===== src/rtl/bbox_pkg.sv =====
// Shared types for the bounding-box detector and the rectangle overlay stage.
package bbox_pkg;

  localparam int COORD_W    = 10;
  localparam int CNT_W      = 19;
  localparam int DEF_WIDTH  = 640;
  localparam int DEF_HEIGHT = 480;

  typedef logic [COORD_W-1:0] coord_t;
  typedef logic [CNT_W-1:0]   cnt_t;

  // Packed bounds as consumed on iRow/iCol: {max[19:10], min[9:0]}
  typedef struct packed {
    coord_t max;
    coord_t min;
  } bounds_t;

  // ST_SCAN doubles as the "armed" flag
  typedef enum logic {
    ST_IDLE = 1'b0,
    ST_SCAN = 1'b1
  } state_e;

  function automatic bounds_t pack_bounds(input coord_t mx, input coord_t mn);
    bounds_t b;
    b.max = mx;
    b.min = mn;
    return b;
  endfunction

endpackage


===== src/rtl/bbox_detect_if.sv =====
// Pixel stream in, published bounding box out.
interface bbox_detect_if;
  import bbox_pkg::*;

  logic         en;
  coord_t       Row;
  coord_t       Col;
  logic [9:0]   GRAY2BW;
  bounds_t      oRow;
  bounds_t      oCol;
  logic         oValid;
  logic         oEmpty;
  cnt_t         oCount;

  modport master (
    output en, Row, Col, GRAY2BW,
    input  oRow, oCol, oValid, oEmpty, oCount
  );

  modport slave (
    input  en, Row, Col, GRAY2BW,
    output oRow, oCol, oValid, oEmpty, oCount
  );
endinterface


===== src/rtl/bbox_detect_minmax_track.sv =====
// Running min/max of one coordinate over the foreground pixels of a frame.
module minmax_track
  import bbox_pkg::*;
(
  input  logic   clk,
  input  logic   rst,
  input  logic   en_i,
  input  logic   load_i,   // frame start: restart from this pixel alone
  input  logic   upd_i,    // mid-frame active sample
  input  logic   fg_i,
  input  coord_t val_i,
  output coord_t min_o,
  output coord_t max_o
);

  coord_t min_q, min_d;
  coord_t max_q, max_d;

  // Next min/max: reload on frame start, otherwise widen on foreground
  always_comb begin
    min_d = min_q;
    max_d = max_q;
    if (load_i) begin
      min_d = fg_i ? val_i : '1;
      max_d = fg_i ? val_i : '0;
    end else if (upd_i && fg_i) begin
      if (val_i < min_q) min_d = val_i;
      if (val_i > max_q) max_d = val_i;
    end
  end

  // Min/max registers; empty-range values out of reset
  always_ff @(posedge clk or negedge rst) begin
    if (!rst) begin
      min_q <= '1;
      max_q <= '0;
    end else if (en_i) begin
      min_q <= min_d;
      max_q <= max_d;
    end
  end

  assign min_o = min_q;
  assign max_o = max_q;

endmodule


===== src/rtl/bbox_detect.sv =====
// Scans a binarised frame, publishes the foreground bounding box one clock
// after the last active pixel and holds it for the whole next frame.
module bbox_detect
  import bbox_pkg::*;
#(
  parameter int         WIDTH     = DEF_WIDTH,
  parameter int         HEIGHT    = DEF_HEIGHT,
  parameter logic [9:0] FG_VALUE  = 10'd0,
  parameter int         MIN_COUNT = 16
) (
  input logic          clk,
  input logic          rst,
  bbox_detect_if.slave bus
);

  localparam coord_t W_LIM    = coord_t'(WIDTH);
  localparam coord_t H_LIM    = coord_t'(HEIGHT);
  localparam coord_t LAST_COL = coord_t'(WIDTH - 1);
  localparam coord_t LAST_ROW = coord_t'(HEIGHT - 1);
  localparam cnt_t   MIN_CNT  = cnt_t'(MIN_COUNT);

  logic   active, start, last, fg;
  state_e state_q, state_d;
  logic   acc_load, acc_upd, pub_d;
  logic   pub_q;
  cnt_t   cnt_q, cnt_d;
  coord_t rmin, rmax, cmin, cmax;

  bounds_t oRow_q, oCol_q;
  cnt_t    oCount_q;
  logic    oValid_q, oEmpty_q;

  // Blanking positions are never active
  assign active = (bus.Row < H_LIM) && (bus.Col < W_LIM);
  assign start  = active && (bus.Row == '0) && (bus.Col == '0);
  assign last   = active && (bus.Row == LAST_ROW) && (bus.Col == LAST_COL);
  assign fg     = (bus.GRAY2BW == FG_VALUE);

  // State register; a reset mid-frame drops back to IDLE so that frame is never published
  always_ff @(posedge clk or negedge rst) begin
    if (!rst)        state_q <= ST_IDLE;
    else if (bus.en) state_q <= state_d;
  end

  // Next state: arm on frame start, disarm after the last pixel
  always_comb begin
    state_d = state_q;
    case (state_q)
      ST_IDLE: if (start) state_d = ST_SCAN;
      ST_SCAN: if (last)  state_d = ST_IDLE;
      default:            state_d = ST_IDLE;
    endcase
  end

  // FSM outputs: reload on frame start in any state, accumulate only while armed
  always_comb begin
    acc_load = start;
    acc_upd  = (state_q == ST_SCAN) && active && !start;
    pub_d    = (state_q == ST_SCAN) && last;
  end

  minmax_track u_row (
    .clk    (clk),
    .rst    (rst),
    .en_i   (bus.en),
    .load_i (acc_load),
    .upd_i  (acc_upd),
    .fg_i   (fg),
    .val_i  (bus.Row),
    .min_o  (rmin),
    .max_o  (rmax)
  );

  minmax_track u_col (
    .clk    (clk),
    .rst    (rst),
    .en_i   (bus.en),
    .load_i (acc_load),
    .upd_i  (acc_upd),
    .fg_i   (fg),
    .val_i  (bus.Col),
    .min_o  (cmin),
    .max_o  (cmax)
  );

  // Foreground count: reload on frame start, saturating increment otherwise
  always_comb begin
    cnt_d = cnt_q;
    if (acc_load)
      cnt_d = fg ? cnt_t'(1) : '0;
    else if (acc_upd && fg && (cnt_q != '1))
      cnt_d = cnt_q + cnt_t'(1);
  end

  // Count and publish-request registers
  always_ff @(posedge clk or negedge rst) begin
    if (!rst) begin
      cnt_q <= '0;
      pub_q <= 1'b0;
    end else if (bus.en) begin
      cnt_q <= cnt_d;
      pub_q <= pub_d;
    end
  end

  // Publish one clock after the last pixel; sparse frames keep the old box
  always_ff @(posedge clk or negedge rst) begin
    if (!rst) begin
      oRow_q   <= '0;
      oCol_q   <= '0;
      oCount_q <= '0;
      oValid_q <= 1'b0;
      oEmpty_q <= 1'b1;
    end else if (bus.en) begin
      oValid_q <= pub_q;
      if (pub_q) begin
        oCount_q <= cnt_q;
        if (cnt_q >= MIN_CNT) begin
          oRow_q   <= pack_bounds(rmax, rmin);
          oCol_q   <= pack_bounds(cmax, cmin);
          oEmpty_q <= 1'b0;
        end else begin
          oEmpty_q <= 1'b1;
        end
      end
    end
  end

  assign bus.oRow   = oRow_q;
  assign bus.oCol   = oCol_q;
  assign bus.oCount = oCount_q;
  assign bus.oValid = oValid_q;
  assign bus.oEmpty = oEmpty_q;

endmodule


===== src/flat_wrapper.sv =====
// flat-port wrapper written by rule: the top's interface ports become plain ports
module bbox_detect_flat import bbox_pkg::*;
#(
  parameter int         WIDTH     = DEF_WIDTH,
  parameter int         HEIGHT    = DEF_HEIGHT,
  parameter logic [9:0] FG_VALUE  = 10'd0,
  parameter int         MIN_COUNT = 16
)
  (clk, rst, bus_en, bus_Row, bus_Col, bus_GRAY2BW, bus_oRow, bus_oCol, bus_oValid, bus_oEmpty, bus_oCount);
  bbox_detect_if bus_i ();
  input logic clk;
  input logic rst;
  input wire logic [$bits(bus_i.en)-1:0] bus_en;
  input wire logic [$bits(bus_i.Row)-1:0] bus_Row;
  input wire logic [$bits(bus_i.Col)-1:0] bus_Col;
  input wire logic [$bits(bus_i.GRAY2BW)-1:0] bus_GRAY2BW;
  output wire logic [$bits(bus_i.oRow)-1:0] bus_oRow;
  output wire logic [$bits(bus_i.oCol)-1:0] bus_oCol;
  output wire logic [$bits(bus_i.oValid)-1:0] bus_oValid;
  output wire logic [$bits(bus_i.oEmpty)-1:0] bus_oEmpty;
  output wire logic [$bits(bus_i.oCount)-1:0] bus_oCount;
  assign bus_i.en = bus_en;
  assign bus_i.Row = bus_Row;
  assign bus_i.Col = bus_Col;
  assign bus_i.GRAY2BW = bus_GRAY2BW;
  assign bus_oRow = bus_i.oRow;
  assign bus_oCol = bus_i.oCol;
  assign bus_oValid = bus_i.oValid;
  assign bus_oEmpty = bus_i.oEmpty;
  assign bus_oCount = bus_i.oCount;
  bbox_detect #(.WIDTH(WIDTH), .HEIGHT(HEIGHT), .FG_VALUE(FG_VALUE), .MIN_COUNT(MIN_COUNT)) u_core (.clk(clk), .rst(rst), .bus(bus_i));
endmodule

===== config.mk =====
export PLATFORM = sky130hd
export DESIGN_NAME = bbox_detect_flat
export DESIGN_NICKNAME = d
export VERILOG_FILES = /design/src/rtl/bbox_pkg.sv /design/src/rtl/bbox_detect_if.sv /design/src/rtl/bbox_detect_minmax_track.sv /design/src/rtl/bbox_detect.sv /design/src/flat_wrapper.sv
export SDC_FILE = /design/constraint.sdc
export NUM_CORES = 1
export LEC_CHECK = 0
export BUFFER_PORTS_ARGS = -buffer_cell sky130_fd_sc_hd__buf_2
export CORE_MARGIN = 2
export CORE_UTILIZATION = 55
export CTS_BUF_LIST = sky130_fd_sc_hd__clkbuf_4
export DETAILED_ROUTE_END_ITERATION = 7
export GPL_TIMING_DRIVEN = 0
export HOLD_SLACK_MARGIN = 0.08
export PLACE_DENSITY_LB_ADDON = 0.15
export SLEW_MARGIN = 10
export SYNTH_ARGS = -nofsm -noshare
export SYNTH_HDL_FRONTEND = slang
export SYNTH_SLANG_ARGS = --single-unit

===== constraint.sdc =====
create_clock -name clk -period 4.5 [get_ports clk]
set_input_delay 0.45 -clock clk [delete_from_list [all_inputs] [get_ports clk]]
set_output_delay 0.45 -clock clk [all_outputs]
set_load 0.03 [all_outputs]

==> impl_metrics.toml <==
[grt]
gr-usage-all-layers_pct = 27.40
grt_pass1_vias = 5407
grt_first_pass_wirelength_mm = 27.34
global_route.overflow_total = 0
initial_antenna_violation_count = 1
grt_max_degree = 67

[die]
initial_core_util_pct = 56.29
design.die.area_um2 = 12570
num_rows = 39
die_width_um = 112.1
pin_count = 94
die_height_um = 112.1
coreArea_um2 = 11420

[finish]
number_of_non_filler_instances_in_the_completed_layout = 912
final_common_cell = "sky130_fd_sc_hd__buf_2"
fillCellCount = 969
final_layout_size_suffix_gt1_share_pct = 24.09
flow.area_growth_from_synthesis_pct = 14.37
layout.cells.most_common_list = "sky130_fd_sc_hd__buf_2, sky130_fd_sc_hd__dfrtp_1, sky130_fd_sc_hd__nand2_1, sky130_fd_sc_hd__o21ai_0, sky130_fd_sc_hd__inv_1"
post-route-cell-area_um2 = 7351
total_number_of_nets_in_the_final_design = 829

[power]
pwr_density_cell_nw_per_um2 = 279.7
cell_leakage_power_nw = 4.030
worst_ir_drop_vdd_mv = 0.1897

[clock_tree]
cts_hold_repair.buffers = 1
clkLatencyLatePin_ns = 0.53
clock_sinks = 122
htreeDepth = 4
clkTransAtPathRegs_ns = 0.11
ctsLongestPathBuffers = 2
clock_tree_from_tritoncts = "built"
cts_post_setup_buffers_inserted = 0
numCtsBuffers = 17
post_cts_resize_count = 0
root_buffer = "sky130_fd_sc_hd__clkbuf_4"

[critical_path]
cp_data_arrival_time_ns = 3.13
timing.rr.start = "u_core.cnt_q[12]$_DFFE_PN0P_"
worst_setup_path_start_kind = "flip-flop"
worst-setup-path-type = "flip-flop to flip-flop"
endpoint_kind = "flip-flop"
critPathMaxFanout = 10
data_required_time_of_the_critical_path_ns = 4.94
worst_setup_path_startpoint = "u_core.cnt_q[12]$_DFFE_PN0P_"

[logic_synthesis]
synth_top_area_share_pct = 39.32
dominantRegCellSynth = "sky130_fd_sc_hd__dfrtp_1"
synthesis.area_per_instance_um2 = 10.01
yosys-top-cells-area = "sky130_fd_sc_hd__dfrtp_1, sky130_fd_sc_hd__dfstp_2, sky130_fd_sc_hd__ha_1"
warnings_synthesis = 0
share_of_synthesized_registers_carrying_an_async_set_or_reset_pct = 100.0
synth_top_cell_by_area = "sky130_fd_sc_hd__dfrtp_1"
yosysSeqAreaShare_pct = 47.91
synth_seq_cells = 122
synth_instances = 642
netlist_area_um2 = 6427
synthDistinctLibCells = 50
syn_nets = 715
count_of_flip_flops_with_a_built_in_enable_after_synthesis = 0

[timing]
slew_violations = 0
skew_ns = 0.02040
timing.setup.tns_ns = 0
timing.final.crit_share_pct = 59.78
timing_hold_violations_final = 0
setup_repair_after_global_routing_missed_its_margin = "false"
final-setup-viol-count = 0
post-route-min-period_ns = 2.690
max_freq_mhz = 371.8
worst-slew-pin-transition_ns = 0.7979
max_slew_margin_pct = 46.67
final.setup.worst_slack_ns = 1.810

[placed_design]
final_weighted_congestion_in_routability_driven_placement = 0.8858
placed_cells = 879
preCtsSetupSlack_ns = 1.817
port_buffers = 93
dpl-instance-area_um2 = 7106
detailed_placement_hpwl_mm = 12.17

[routing]
drt_iter0_markers = 417
total_detailed_routing_wirelength_mm = 16.62
first_pass_iters = 7
wl_per_cell_um = 18.22
route.vias.total = 5541
drc_errors = 0
antenna_violating_nets_post_route = 0
detail_route.vias_per_cell = 6.076

[hold_path]
min_from = "bus_en"
hold_class = "input port to flip-flop"

[job]
timing.max_cap.violations = 0

[status]
run_status = "finished clean"
## critical path, cell delays in order, from the launching register on
cell	delay [ns]
sky130_fd_sc_hd__dfrtp_1	0.44
sky130_fd_sc_hd__or4_1	0.51
sky130_fd_sc_hd__nor4_1	0.27
sky130_fd_sc_hd__a41o_1	0.50
sky130_fd_sc_hd__buf_2	0.38
sky130_fd_sc_hd__buf_2	0.33
sky130_fd_sc_hd__nand2_1	0.08
sky130_fd_sc_hd__o21ai_0	0.09
## per-layer routing
metal / routed length, um / GRT usage (%)
met4: 361 / 9.675
met5: 0 / 0
met3: 1121 / 5.940
met1: 7399 / 37.86
met2: 7740 / 43.17
## kinds of logic after synthesis
group           share of synthesized area (%)
compound gates                          16.37
fa+ha+maj                               7.787
buf+inv                                 5.606
flops                                   47.91
mux                                     7.845
simple gates                            14.48
## final timing paths
kind                                                      to  slack, ns  cells after the start
hold reg to reg                u_core.bus.oEmpty$_DFFE_PN1P_       0.48                      2
hold / removal                 u_core.bus.oValid$_DFFE_PN0P_       0.20                      2
setup / recovery             u_core.bus.oCol[12]$_DFFE_PN0P_       1.81                      7
setup reg to reg             u_core.bus.oCol[12]$_DFFE_PN0P_       1.81                      7
max in group asynchronous  u_core.u_col.min_o[0]$_DFFE_PN1P_       3.31                      3
min in group asynchronous    u_core.bus.oRow[19]$_DFFE_PN0P_       0.44                      2
## report_power, final
group / internal, mW / total [mW] / switching [mW] / leakage (nW)
registers: 1.13 / 1.15 / 0.0164 / 1.51
logic: 0.0664 / 0.229 / 0.162 / 2.38
clock network: 0.298 / 0.680 / 0.382 / 0.138
## registers in the layout, summed over array words and instances, names as in the netlist
name                flops
u_core.bus.oCol        20
u_core.bus.oCount      19
u_core.bus.oEmpty       1
u_core.bus.oRow        20
u_core.bus.oValid       1
u_core.cnt_q           19
u_core.pub_q            1
u_core.state_q          1
u_core.u_col.max_o     10
u_core.u_col.min_o     10
u_core.u_row.max_o     10
u_core.u_row.min_o     10
## stage by stage
step                      util, %  hold WS, ns  power (mW)
after floorplan                 -       0.1544       1.289
after global placement      61.93       0.4584       1.387
after detailed placement    62.23       0.4420       1.398
after CTS                   64.35       0.1662       2.072
after global routing        64.35       0.1677       2.148
final                       64.38       0.1980       2.056
## synthesized netlist by cell type (2+ instances only)
cell / n
sky130_fd_sc_hd__mux2_2: 27
sky130_fd_sc_hd__a21o_1: 10
sky130_fd_sc_hd__mux2i_1: 20
sky130_fd_sc_hd__a21oi_1: 21
sky130_fd_sc_hd__and2_1: 3
sky130_fd_sc_hd__inv_1: 53
sky130_fd_sc_hd__dfrtp_1: 101
sky130_fd_sc_hd__nor4b_1: 9
sky130_fd_sc_hd__nand4_1: 13
sky130_fd_sc_hd__a31oi_1: 37
sky130_fd_sc_hd__clkbuf_1: 27
sky130_fd_sc_hd__nor2_1: 11
sky130_fd_sc_hd__and3_1: 9
sky130_fd_sc_hd__dfstp_2: 21
sky130_fd_sc_hd__nor4_1: 9
sky130_fd_sc_hd__ha_1: 40
sky130_fd_sc_hd__and4_1: 4
sky130_fd_sc_hd__o21ai_0: 55
sky130_fd_sc_hd__nand2_1: 61
sky130_fd_sc_hd__buf_2: 12
sky130_fd_sc_hd__o311ai_0: 10
sky130_fd_sc_hd__o31ai_1: 10
sky130_fd_sc_hd__a211oi_1: 5
sky130_fd_sc_hd__nand3_1: 37
sky130_fd_sc_hd__nor3_1: 6
sky130_fd_sc_hd__or3_1: 2
sky130_fd_sc_hd__a2111o_1: 3
sky130_fd_sc_hd__o21a_1: 2
sky130_fd_sc_hd__nand2b_1: 2
sky130_fd_sc_hd__o211ai_1: 2
## cell type report
class	count	area [um^2]	area share [%]
Antenna cell	1	2.502	0.03404
Clock buffer	23	172.7	2.349
Buffer	39	161.4	2.196
Inverter	53	198.9	2.706
Sequential cell	122	3079	41.89
Timing Repair Buffer	95	509.2	6.928
Tap cell	143	178.9	2.434
Multi-Input combinational cell	428	2988	40.65
Clock inverter	8	60.06	0.8170
Power figures use the tool's default switching activity.
